### config.mk
export PLATFORM = sky130hd
export DESIGN_NAME = msg_out_buffer_flat
export DESIGN_NICKNAME = d
export VERILOG_FILES = /design/src/rtl/msg_pkg.sv /design/src/rtl/msg_out_buffer_if.sv /design/src/rtl/msg_fifo_mem.sv /design/src/rtl/msg_out_buffer.sv /design/src/flat_wrapper.sv
export SDC_FILE = /design/constraint.sdc
export NUM_CORES = 2
export LEC_CHECK = 0
export ABC_CLOCK_PERIOD_IN_PS = 34100
export CORE_MARGIN = 2
export CORE_UTILIZATION = 25
export CTS_CLUSTER_DIAMETER = 120
export DETAILED_ROUTE_END_ITERATION = 7
export HOLD_SLACK_MARGIN = 0.06
export PLACE_DENSITY_LB_ADDON = 0.08
export SLEW_MARGIN = 20
export SYNTH_ARGS = -nofsm -noshare
export SYNTH_HDL_FRONTEND = slang
export SYNTH_HIERARCHICAL = 1
export SYNTH_SLANG_ARGS = --single-unit
### constraint.sdc
create_clock -name clk -period 34.1 [get_ports clk]
set_clock_uncertainty 0.15 [all_clocks]
set_input_delay 6.82 -clock clk [delete_from_list [all_inputs] [get_ports clk]]
set_output_delay 6.82 -clock clk [all_outputs]
set_load 0.02 [all_outputs]
### src/rtl/msg_pkg.sv
// ============================================================================
// Package     : msg_pkg
// Description : Shared widths, entry type and mask-to-length helper for the
//               message output buffer.
// Revision    : 1.0 - initial release
// ============================================================================
`default_nettype none

package msg_pkg;

    localparam int MSG_BYTES  = 32;
    localparam int MSG_LEN_W  = 6;
    localparam int MSG_DATA_W = 256;

    typedef struct packed {
        logic [MSG_LEN_W-1:0]  len;
        logic [MSG_DATA_W-1:0] data;
    } msg_entry_t;

    // Length is the position of the highest set mask bit plus one; zero mask gives zero.
    function automatic logic [MSG_LEN_W-1:0] mask_to_len(input logic [MSG_BYTES-1:0] mask);
        logic [MSG_LEN_W-1:0] len;
        len = '0;
        for (int i = 0; i < MSG_BYTES; i++) begin
            if (mask[i]) len = MSG_LEN_W'(i + 1);
        end
        return len;
    endfunction

endpackage

`default_nettype wire

### src/rtl/msg_out_buffer_if.sv
// ============================================================================
// Interface   : msg_out_buffer_if
// Description : Extractor-side input beat and consumer-side valid/ready stream
//               of the message output buffer.
// Revision    : 1.0 - initial release
// ============================================================================
`default_nettype none

interface msg_out_buffer_if;
    import msg_pkg::*;

    logic                  in_valid;
    logic [MSG_DATA_W-1:0] in_data;
    logic [MSG_BYTES-1:0]  in_bytemask;
    logic                  in_almost_full;
    logic                  out_valid;
    logic                  out_ready;
    logic [MSG_DATA_W-1:0] out_data;
    logic [MSG_LEN_W-1:0]  out_length;

    modport master (
        output in_valid, in_data, in_bytemask, out_ready,
        input  in_almost_full, out_valid, out_data, out_length
    );

    modport slave (
        input  in_valid, in_data, in_bytemask, out_ready,
        output in_almost_full, out_valid, out_data, out_length
    );

endinterface

`default_nettype wire

### src/rtl/msg_fifo_mem.sv
// ============================================================================
// Module      : msg_fifo_mem
// Description : DEPTH x WIDTH storage, one synchronous write port and one
//               asynchronous read port.
// Revision    : 1.0 - initial release
// ============================================================================
`default_nettype none

module msg_fifo_mem #(
    parameter int DEPTH = 8,
    parameter int WIDTH = 262,
    parameter int AW    = $clog2(DEPTH)
) (
    input  logic             clk,
    input  logic             i_wr_en,
    input  logic [AW-1:0]    i_wr_addr,
    input  logic [WIDTH-1:0] i_wr_data,
    input  logic [AW-1:0]    i_rd_addr,
    output logic [WIDTH-1:0] o_rd_data
);

    logic [WIDTH-1:0] r_mem [DEPTH];

    always_ff @(posedge clk) begin
        if (i_wr_en) begin
            r_mem[i_wr_addr] <= i_wr_data;
        end
    end

    assign o_rd_data = r_mem[i_rd_addr];

endmodule

`default_nettype wire

### src/rtl/msg_out_buffer.sv
// ============================================================================
// Module      : msg_out_buffer
// Description : Elastic FIFO behind the message extractor; stores each beat
//               with its byte length and replays it left-justified on a
//               show-ahead valid/ready stream. Statistics counters are built
//               only when MSG_OUT_STATS_EN is defined.
// Revision    : 1.0 - initial release
// ============================================================================
`default_nettype none

module msg_out_buffer
    import msg_pkg::*;
#(
    parameter int DEPTH       = 8,
    parameter int AFULL_LEVEL = 6
) (
    input  logic            clk,
    input  logic            reset,
    msg_out_buffer_if.slave bus,
    output logic            overflow,
    output logic [31:0]     stat_msgs,
    output logic [15:0]     stat_drops
);

    localparam int c_AW = $clog2(DEPTH);
    localparam int c_CW = c_AW + 1;
    localparam int c_EW = MSG_LEN_W + MSG_DATA_W;

    logic [c_AW-1:0]      r_wr_ptr;
    logic [c_AW-1:0]      r_rd_ptr;
    logic [c_CW-1:0]      r_count;
    logic                 r_overflow;

    logic [MSG_LEN_W-1:0] w_len;
    logic                 w_beat;
    logic                 w_empty;
    logic                 w_full;
    logic                 w_rd;
    logic                 w_wr;
    logic                 w_drop;
    msg_entry_t           w_wr_entry;
    msg_entry_t           w_head;
    logic [8:0]           w_shamt;

    assign w_len   = mask_to_len(bus.in_bytemask);
    assign w_beat  = bus.in_valid && (w_len != '0);
    assign w_empty = (r_count == '0);
    assign w_full  = (r_count == c_CW'(DEPTH));
    assign w_rd    = !w_empty && bus.out_ready;
    // A full buffer still accepts a beat when the head is popped in the same cycle.
    assign w_wr    = w_beat && (!w_full || w_rd);
    assign w_drop  = w_beat && w_full && !w_rd;

    assign w_wr_entry = '{len: w_len, data: bus.in_data};

    msg_fifo_mem #(
        .DEPTH (DEPTH),
        .WIDTH (c_EW),
        .AW    (c_AW)
    ) u_mem (
        .clk       (clk),
        .i_wr_en   (w_wr),
        .i_wr_addr (r_wr_ptr),
        .i_wr_data (w_wr_entry),
        .i_rd_addr (r_rd_ptr),
        .o_rd_data (w_head)
    );

    always_ff @(posedge clk) begin
        if (reset) begin
            r_wr_ptr   <= '0;
            r_rd_ptr   <= '0;
            r_count    <= '0;
            r_overflow <= 1'b0;
        end else begin
            if (w_wr) r_wr_ptr <= r_wr_ptr + c_AW'(1);
            if (w_rd) r_rd_ptr <= r_rd_ptr + c_AW'(1);
            case ({w_wr, w_rd})
                2'b10:   r_count <= r_count + c_CW'(1);
                2'b01:   r_count <= r_count - c_CW'(1);
                default: r_count <= r_count;
            endcase
            if (w_drop) r_overflow <= 1'b1;
        end
    end

    // Shift by 8*(32-len) moves the first message byte to the top byte lane.
    assign w_shamt = {MSG_LEN_W'(MSG_BYTES) - w_head.len, 3'b000};

    assign bus.out_valid      = !w_empty;
    assign bus.out_data       = w_empty ? '0 : (w_head.data << w_shamt);
    assign bus.out_length     = w_empty ? '0 : w_head.len;
    assign bus.in_almost_full = (r_count >= c_CW'(AFULL_LEVEL));
    assign overflow           = r_overflow;

`ifdef MSG_OUT_STATS_EN
    logic [31:0] r_stat_msgs;
    logic [15:0] r_stat_drops;

    always_ff @(posedge clk) begin
        if (reset) begin
            r_stat_msgs  <= '0;
            r_stat_drops <= '0;
        end else begin
            if (w_wr) r_stat_msgs <= r_stat_msgs + 32'd1;
            if (w_drop && (r_stat_drops != 16'hFFFF)) r_stat_drops <= r_stat_drops + 16'd1;
        end
    end

    assign stat_msgs  = r_stat_msgs;
    assign stat_drops = r_stat_drops;
`else
    assign stat_msgs  = '0;
    assign stat_drops = '0;
`endif

endmodule

`default_nettype wire

### src/flat_wrapper.sv
// flat-port wrapper written by rule: the top's interface ports become plain ports
module msg_out_buffer_flat import msg_pkg::*;
#(
    parameter int DEPTH       = 8,
    parameter int AFULL_LEVEL = 6
)
  (clk, reset, overflow, stat_msgs, stat_drops, bus_in_valid, bus_in_data, bus_in_bytemask, bus_out_ready, bus_in_almost_full, bus_out_valid, bus_out_data, bus_out_length);
  msg_out_buffer_if bus_i ();
  input  logic clk;
  input  logic reset;
  output logic overflow;
  output logic [31:0] stat_msgs;
  output logic [15:0] stat_drops;
  input wire logic [$bits(bus_i.in_valid)-1:0] bus_in_valid;
  input wire logic [$bits(bus_i.in_data)-1:0] bus_in_data;
  input wire logic [$bits(bus_i.in_bytemask)-1:0] bus_in_bytemask;
  input wire logic [$bits(bus_i.out_ready)-1:0] bus_out_ready;
  output wire logic [$bits(bus_i.in_almost_full)-1:0] bus_in_almost_full;
  output wire logic [$bits(bus_i.out_valid)-1:0] bus_out_valid;
  output wire logic [$bits(bus_i.out_data)-1:0] bus_out_data;
  output wire logic [$bits(bus_i.out_length)-1:0] bus_out_length;
  assign bus_i.in_valid = bus_in_valid;
  assign bus_i.in_data = bus_in_data;
  assign bus_i.in_bytemask = bus_in_bytemask;
  assign bus_i.out_ready = bus_out_ready;
  assign bus_in_almost_full = bus_i.in_almost_full;
  assign bus_out_valid = bus_i.out_valid;
  assign bus_out_data = bus_i.out_data;
  assign bus_out_length = bus_i.out_length;
  msg_out_buffer #(.DEPTH(DEPTH), .AFULL_LEVEL(AFULL_LEVEL)) u_core (.clk(clk), .reset(reset), .bus(bus_i), .overflow(overflow), .stat_msgs(stat_msgs), .stat_drops(stat_drops));
endmodule
==> Word level (Yosys, flattened, before mapping) <==
Memories as Yosys holds them, arrays and structs flattened. A register that Yosys moved wholly into a read port is not among the register bits.
Cells that the tools add are included.
Widths: inputs -> output; s select.
{ "word_totals": {"regBits": 11, "ram_bits": 2096, "inputBits": 292, "out_inout_bits": 313, "elab_cells": 66, "memories": 1} }
{ "mem_list": {"columns": ["name", "depth", "width", "rd", "rd_clocked_by_memory_dff", "write_ports", "line", "text"], "rows": [
  ["u_core.u_mem.r_mem", 8, 262, 1, 1, 1, "msg_fifo_mem.sv:22", "logic [WIDTH-1:0] r_mem [DEPTH];"]
]} }
{ "op_classes": {"add_sub_neg": 5, "order_cmp": 1, "n_eq_ne": 3, "n_shift": 1, "n_mux": 39, "reduce_logical": 12} }
{ "op_table": {"columns": ["op", "n"], "rows": [
  ["$mux 256", 1],
  ["$shl 256x9->256", 1],
  ["$mux 5", 16],
  ["$mux 4", 8],
  ["$mux 3", 6],
  ["$mux 6", 2],
  ["$pmux 4 s2", 1],
  ["$add 3x1->3 const B", 2],
  ["$reduce_bool 6->1", 1],
  ["$sub 6x6->6 const A", 1],
  ["$logic_and 1x1->1", 5],
  ["$add 4x1->4 const B", 1],
  ["$eq 4x4->1 const B", 1],
  ["$ge 4x3->1 const B", 1],
  ["$logic_not 4->1", 1],
  ["$mux 2", 2],
  ["$sub 4x1->4 const B", 1],
  ["$logic_not 1->1", 3],
  ["$mux 1", 3],
  ["$eq 2x1->1 const B", 1],
  ["$eq 2x2->1 const B", 1],
  ["$reduce_bool 2->1", 1],
  ["$logic_or 1x1->1", 1]
]} }

==> Logic depth before layout (Yosys ltp) <==
{ "depth": {"depth_word": 37, "ltp_mapped": 21, "mapped_depth_nobuf": 12} }

==> Hierarchy <==
Netlist, hierarchy kept.
{ "modules_own_cells": {"columns": ["module", "instances", "cells_each", "area_each_um2", "seq_area_each_um2"], "rows": [
  ["msg_fifo_mem", 1, 3040, 78635.4, 62940.4],
  ["msg_out_buffer", 1, 2012, 13772.0, 220.2]
]} }

==> Worst setup path before layout <==
OpenSTA, ideal clock, no wires.
{ "synth_timing": {"path_type": "input to register", "startpoint": "input port bus_in_bytemask[19]", "endpoint": "memory u_core.u_mem.r_mem[0][0] (enable)", "setup_ns": 1.206, "arrival_ns": 26.013, "t_required_ns": 32.744, "slack_ns": 6.730, "stages": 8, "path_buffers": 0, "path_cell_list": "nor2_1 -> o31ai_1 -> a2111oi_0 -> o21ai_0 -> a41oi_2 -> nor2b_1 -> nand2b_1 -> nor3_1"} }
{ "synth_via": {"elab_chain_len": 18} }
{ "synth_rtl": {"columns": ["item", "line", "text"], "rows": [
  ["from (decl)", "flat_wrapper.sv:16", "input wire logic [$bits(bus_i.in_bytemask)-1:0] bus_in_bytemask;"],
  ["$mux 5 (12 in a row)", "msg_pkg.sv:25", "if (mask[i]) len = MSG_LEN_W'(i + 1);"],
  ["$mux 6", "msg_pkg.sv:25", null],
  ["$reduce_bool 6->1", "msg_out_buffer.sv:46", "assign w_beat = bus.in_valid && (w_len != '0);"],
  ["$logic_and 1x1->1", "msg_out_buffer.sv:46", null],
  ["$logic_and 1x1->1", "msg_out_buffer.sv:51", "assign w_wr = w_beat && (!w_full || w_rd);"],
  ["named net u_core.w_wr", "msg_out_buffer.sv:39", "logic w_wr;"],
  ["$mux 1", "msg_fifo_mem.sv:25", "if (i_wr_en) begin"],
  ["$mux 1 (not written as such)", "msg_fifo_mem.sv:26", "r_mem[i_wr_addr] <= i_wr_data;"],
  ["to (decl)", "msg_fifo_mem.sv:22", null]
]} }
The timed path passes the listed nets, and every way through them passes these cells.

==> impl_summary.txt <==
----------------------------------------------------
[Placement]
  Placed wire-length estimate after detailed placement ... 259 mm
  Weighted congestion reported at the end of routability-driven placement ... 0.883
  Placement Cell Area ... 0.104 mm²
  Total instance count after detailed placement ... 10,300
  Number of input and output port buffers inserted ... 556

[Cells and area]
  Post-route cell area ... 0.111 mm²
  Area of the multi-input gates ... 0.0275 mm²
  Most frequent standard cell in the layout excluding fill and tap cells ... sky130_fd_sc_hd__edfxtp_1
  Filler cells ... 36,200
  Net count reported at finish ... 5,910
  Sequential standard cell area ... 0.0632 mm²
  Layout area overhead ... 20.3%
  Most used cells in the layout excluding fill and tap cells ... sky130_fd_sc_hd__edfxtp_1 (2,096), sky130_fd_sc_hd__mux4_2 (687), sky130_fd_sc_hd__clkdlybuf4s50_1 (556), sky130_fd_sc_hd__nand2_1 (440), sky130_fd_sc_hd__mux2_2 (307)
  Layout cell share with drive strength beyond 1 ... 25.8%
  Non-filler cells, final ... 10,800

[Global route]
  Wire length of the first global-routing pass ... 498 mm
  All-layer global routing usage ... 19.6%
  Initial antenna violation count ... 108
  Number of global-route vias before repair ... 52,400
  Global-route congestion overflow total ... 0
  Largest net degree at the start of global routing ... 188

[Setup path]
  Sort of element at the start of the critical path ... flop
  CP Class ... flop to output port
  Arrival time worst endpoint ... 9.10 ns
  Kind of end point of the critical path ... output port
  Largest fanout of any net on the critical path ... 98
  Crit path required time ... 27.13 ns

[Hold path]
  Worst Hold Class ... flop to flop

[Die]
  Effective utilization at floorplan ... 25.1%
  Number of top-level pins ... 605
  Standard-cell rows ... 223
  Placeable core region ... 0.369 mm²
  Die X-Extent ... 612 µm
  Die area ... 0.375 mm²
  Vertical die dimension ... 612 µm

[Detailed routing]
  Top Layer Used ... met5
  DR pass1 iterations ... 5
  Routed wire length ... 375 mm
  Average vias per placed instance ... 4.85
  Met3 routed wirelength ... 17.9 mm
  Overall via count from detail_route ... 52,300
  Routed length per placed instance ... 34.8 µm
  Iteration-0 DRC count of the detailed router ... 4,690
  Met2 wirelength from detailed routing ... 186 mm
  Remaining routing DRC violations ... 0
  Number of routed nets with antenna violations ... 0
  Met1 Routed Length ... 152 mm

[Timing]
  Aggregate negative setup slack ... 0 ns
  Share of the clock period used by the worst path after layout ... 47.1%
  Peak clock frequency supported by timing ... 62.2 MHz
  Number of endpoints failing setup at the final stage ... 0
  Shortest period the worst path allows ... 16.07 ns
  Relative slew slack ... 12.1%
  Max-slew violation count ... 0
  Unrepaired setup endpoints after global routing ... false
  Actual slew at the worst max-slew pin ... 1.32 ns
  Worst hold slack after final layout ... 0.317 ns
  Hold Fails Final Rpt ... 0

[Clock network]
  Hold bufs inserted after CTS ... 0
  Clock sinks ... 2,107
  Clock tree from TritonCTS ... done
  H-tree lvl count ... 4
  Post-CTS resize count ... 0
  Clock transition at the registers of the reported paths ... 0.06 ns
  Root buffer selected by CTS ... sky130_fd_sc_hd__clkbuf_16
  Number of buffers created by CTS ... 245
  Longest Clk Path Bufs ... 4
  Clk_lat worst skew ... 0.93 ns
  Setup bufs post-CTS ... 0

[Synth]
  Post-Synthesis Cells ... 5,052
  Post-synthesis share of cell area spent on and, or, nand and nor gates ... 4.05%
  Cell area after synthesis ... 0.0924 mm²
  Flip-flop and latch count after synthesis ... 2,107
  Multiplexer fraction of the synthesized cell area ... 21.4%
  Number of distinct library cells after synthesis ... 60
  Area contributors post-synth ... sky130_fd_sc_hd__edfxtp_1 (68%), sky130_fd_sc_hd__mux4_2 (17%), sky130_fd_sc_hd__mux2_2 (3.8%), sky130_fd_sc_hd__nand2_1 (1.8%), sky130_fd_sc_hd__a21oi_1 (1.0%)
  Number of synthesis warnings ... 6
  Adder-cell share of the synthesized area ... 0.0894%
  Average instance area after synthesis ... 18.3 µm²
  Number of enable-type register cells in the synthesized netlist ... 2,096
  Xor/xnor cell area share of the yosys netlist ... 0.0853%
  Commonest register cell after synthesis ... sky130_fd_sc_hd__edfxtp_1
  Area share of the largest cell type after synthesis ... 68.1%
  Largest family of logic cells by synthesized area ... multiplexers
  Share of flip-flops with an asynchronous set or reset ... 0%
  Post-synth top area cell ... sky130_fd_sc_hd__edfxtp_1
  Register area share after synthesis ... 68.4%
  Complex-gate fraction of the synthesized area ... 3.76%

[Run]
  Max_cap viols ... 0

[Power]
  Leakage power total ... 33.9 nW
  Power per unit of standard cell area ... 87.2 mW/mm²
  Overall power of the completed layout ... 9.70 mW
  Worst ir drop on vdd ... 0.0749 mV

[Run status]
  Run status ... complete, no violations

----------------------------------------------------
## cells by family (layout without fill, tap and decap cells)
group,after synthesis,count (layout)
buffers and inverters,417,1130
other,1,71
XOR/XNOR,9,9
multiplexers,1075,1075
adder cells (fa/ha/maj),6,6
flip-flops,2107,2107
AND/OR/NAND/NOR,878,878
AO/OA/AOI/OAI,559,559
## power breakdown
part           internal, mW  leakage (nW)  total [mW]  switching (mW)
clock network          1.41          3.67        2.49            1.08
logic                  1.33          11.1        4.21            2.88
registers              2.96          19.1        2.99          0.0303
## critical path, cell delays in order, from the launching register on
cell and delay [ns]:
sky130_fd_sc_hd__dfxtp_4 0.91, sky130_fd_sc_hd__buf_4 0.70, sky130_fd_sc_hd__buf_4 0.78, sky130_fd_sc_hd__buf_4 0.75
sky130_fd_sc_hd__buf_4 0.62, sky130_fd_sc_hd__buf_12 0.58, sky130_fd_sc_hd__mux4_2 0.41, sky130_fd_sc_hd__mux2_2 0.40
sky130_fd_sc_hd__mux4_2 0.61, sky130_fd_sc_hd__nand2_1 0.11, sky130_fd_sc_hd__o21ai_0 0.39, sky130_fd_sc_hd__o211ai_1 0.69
sky130_fd_sc_hd__a21oi_1 0.24, sky130_fd_sc_hd__clkdlybuf4s50_1 0.62
## metal layers
layer	up-vias	track usage, %
met5	-	0
met3	579	2.88
li1	21700	-
met1	28200	24.6
met2	1794	33.4
met4	38	8.92
## final cells by class
class	instances	share of cell area [%]
tap	4950	5.57
timing repair buffer	671	5.99
antenna	23	0.0518
sequential	2107	56.8
multi-input combinational	2575	24.7
inverter	12	0.0405
clock inverter	139	1.03
clock buffer	308	5.75
## sequential cells by signal, indices dropped and copies added (netlist names)
register,cells
u_core/overflow,1
u_core/r_count,4
u_core/r_rd_ptr,3
u_core/r_wr_ptr,3
u_core/u_mem/r_mem,2096
## per-stage QoR
step                worst slack (ns)  utilization, %
global route                   17.67            30.1
floorplan                       6.73               -
global placement               18.67            28.1
finish                         18.03            30.2
detailed placement             18.70            28.1
CTS                            17.68            30.1
## cells in the mapped netlist (40+ instances only)
| library cell | n |
|---|---|
| sky130_fd_sc_hd__edfxtp_1 | 2096 |
| sky130_fd_sc_hd__mux4_2 | 687 |
| sky130_fd_sc_hd__nand2_1 | 440 |
| sky130_fd_sc_hd__mux2_2 | 308 |
| sky130_fd_sc_hd__nor2_1 | 228 |
| sky130_fd_sc_hd__clkbuf_1 | 196 |
| sky130_fd_sc_hd__a21oi_1 | 190 |
| sky130_fd_sc_hd__o21ai_0 | 117 |
| sky130_fd_sc_hd__o211ai_1 | 93 |
| sky130_fd_sc_hd__mux2i_1 | 80 |
| sky130_fd_sc_hd__a211oi_1 | 69 |
| sky130_fd_sc_hd__nand3_1 | 68 |
| sky130_fd_sc_hd__buf_2 | 64 |
| sky130_fd_sc_hd__buf_1 | 57 |
| sky130_fd_sc_hd__buf_4 | 48 |
| sky130_fd_sc_hd__buf_6 | 40 |
## final timing paths
kind	end	start	slack, ns	depth (start not counted)
hold reg to reg	u_core/overflow$_SDFFE_PP0P_	u_core/overflow$_SDFFE_PP0P_	0.32	2
setup reg to reg	u_core/u_mem/r_mem[3][68]$_DFFE_PP_	u_core/r_count[3]$_SDFFE_PP0P_	29.12	10
setup / recovery	bus_out_data[230]	u_core/r_rd_ptr[2]$_SDFFE_PP0P_	18.03	13
hold / removal	u_core/overflow$_SDFFE_PP0P_	u_core/overflow$_SDFFE_PP0P_	0.32	2
(Power assumes the default switching activity.)
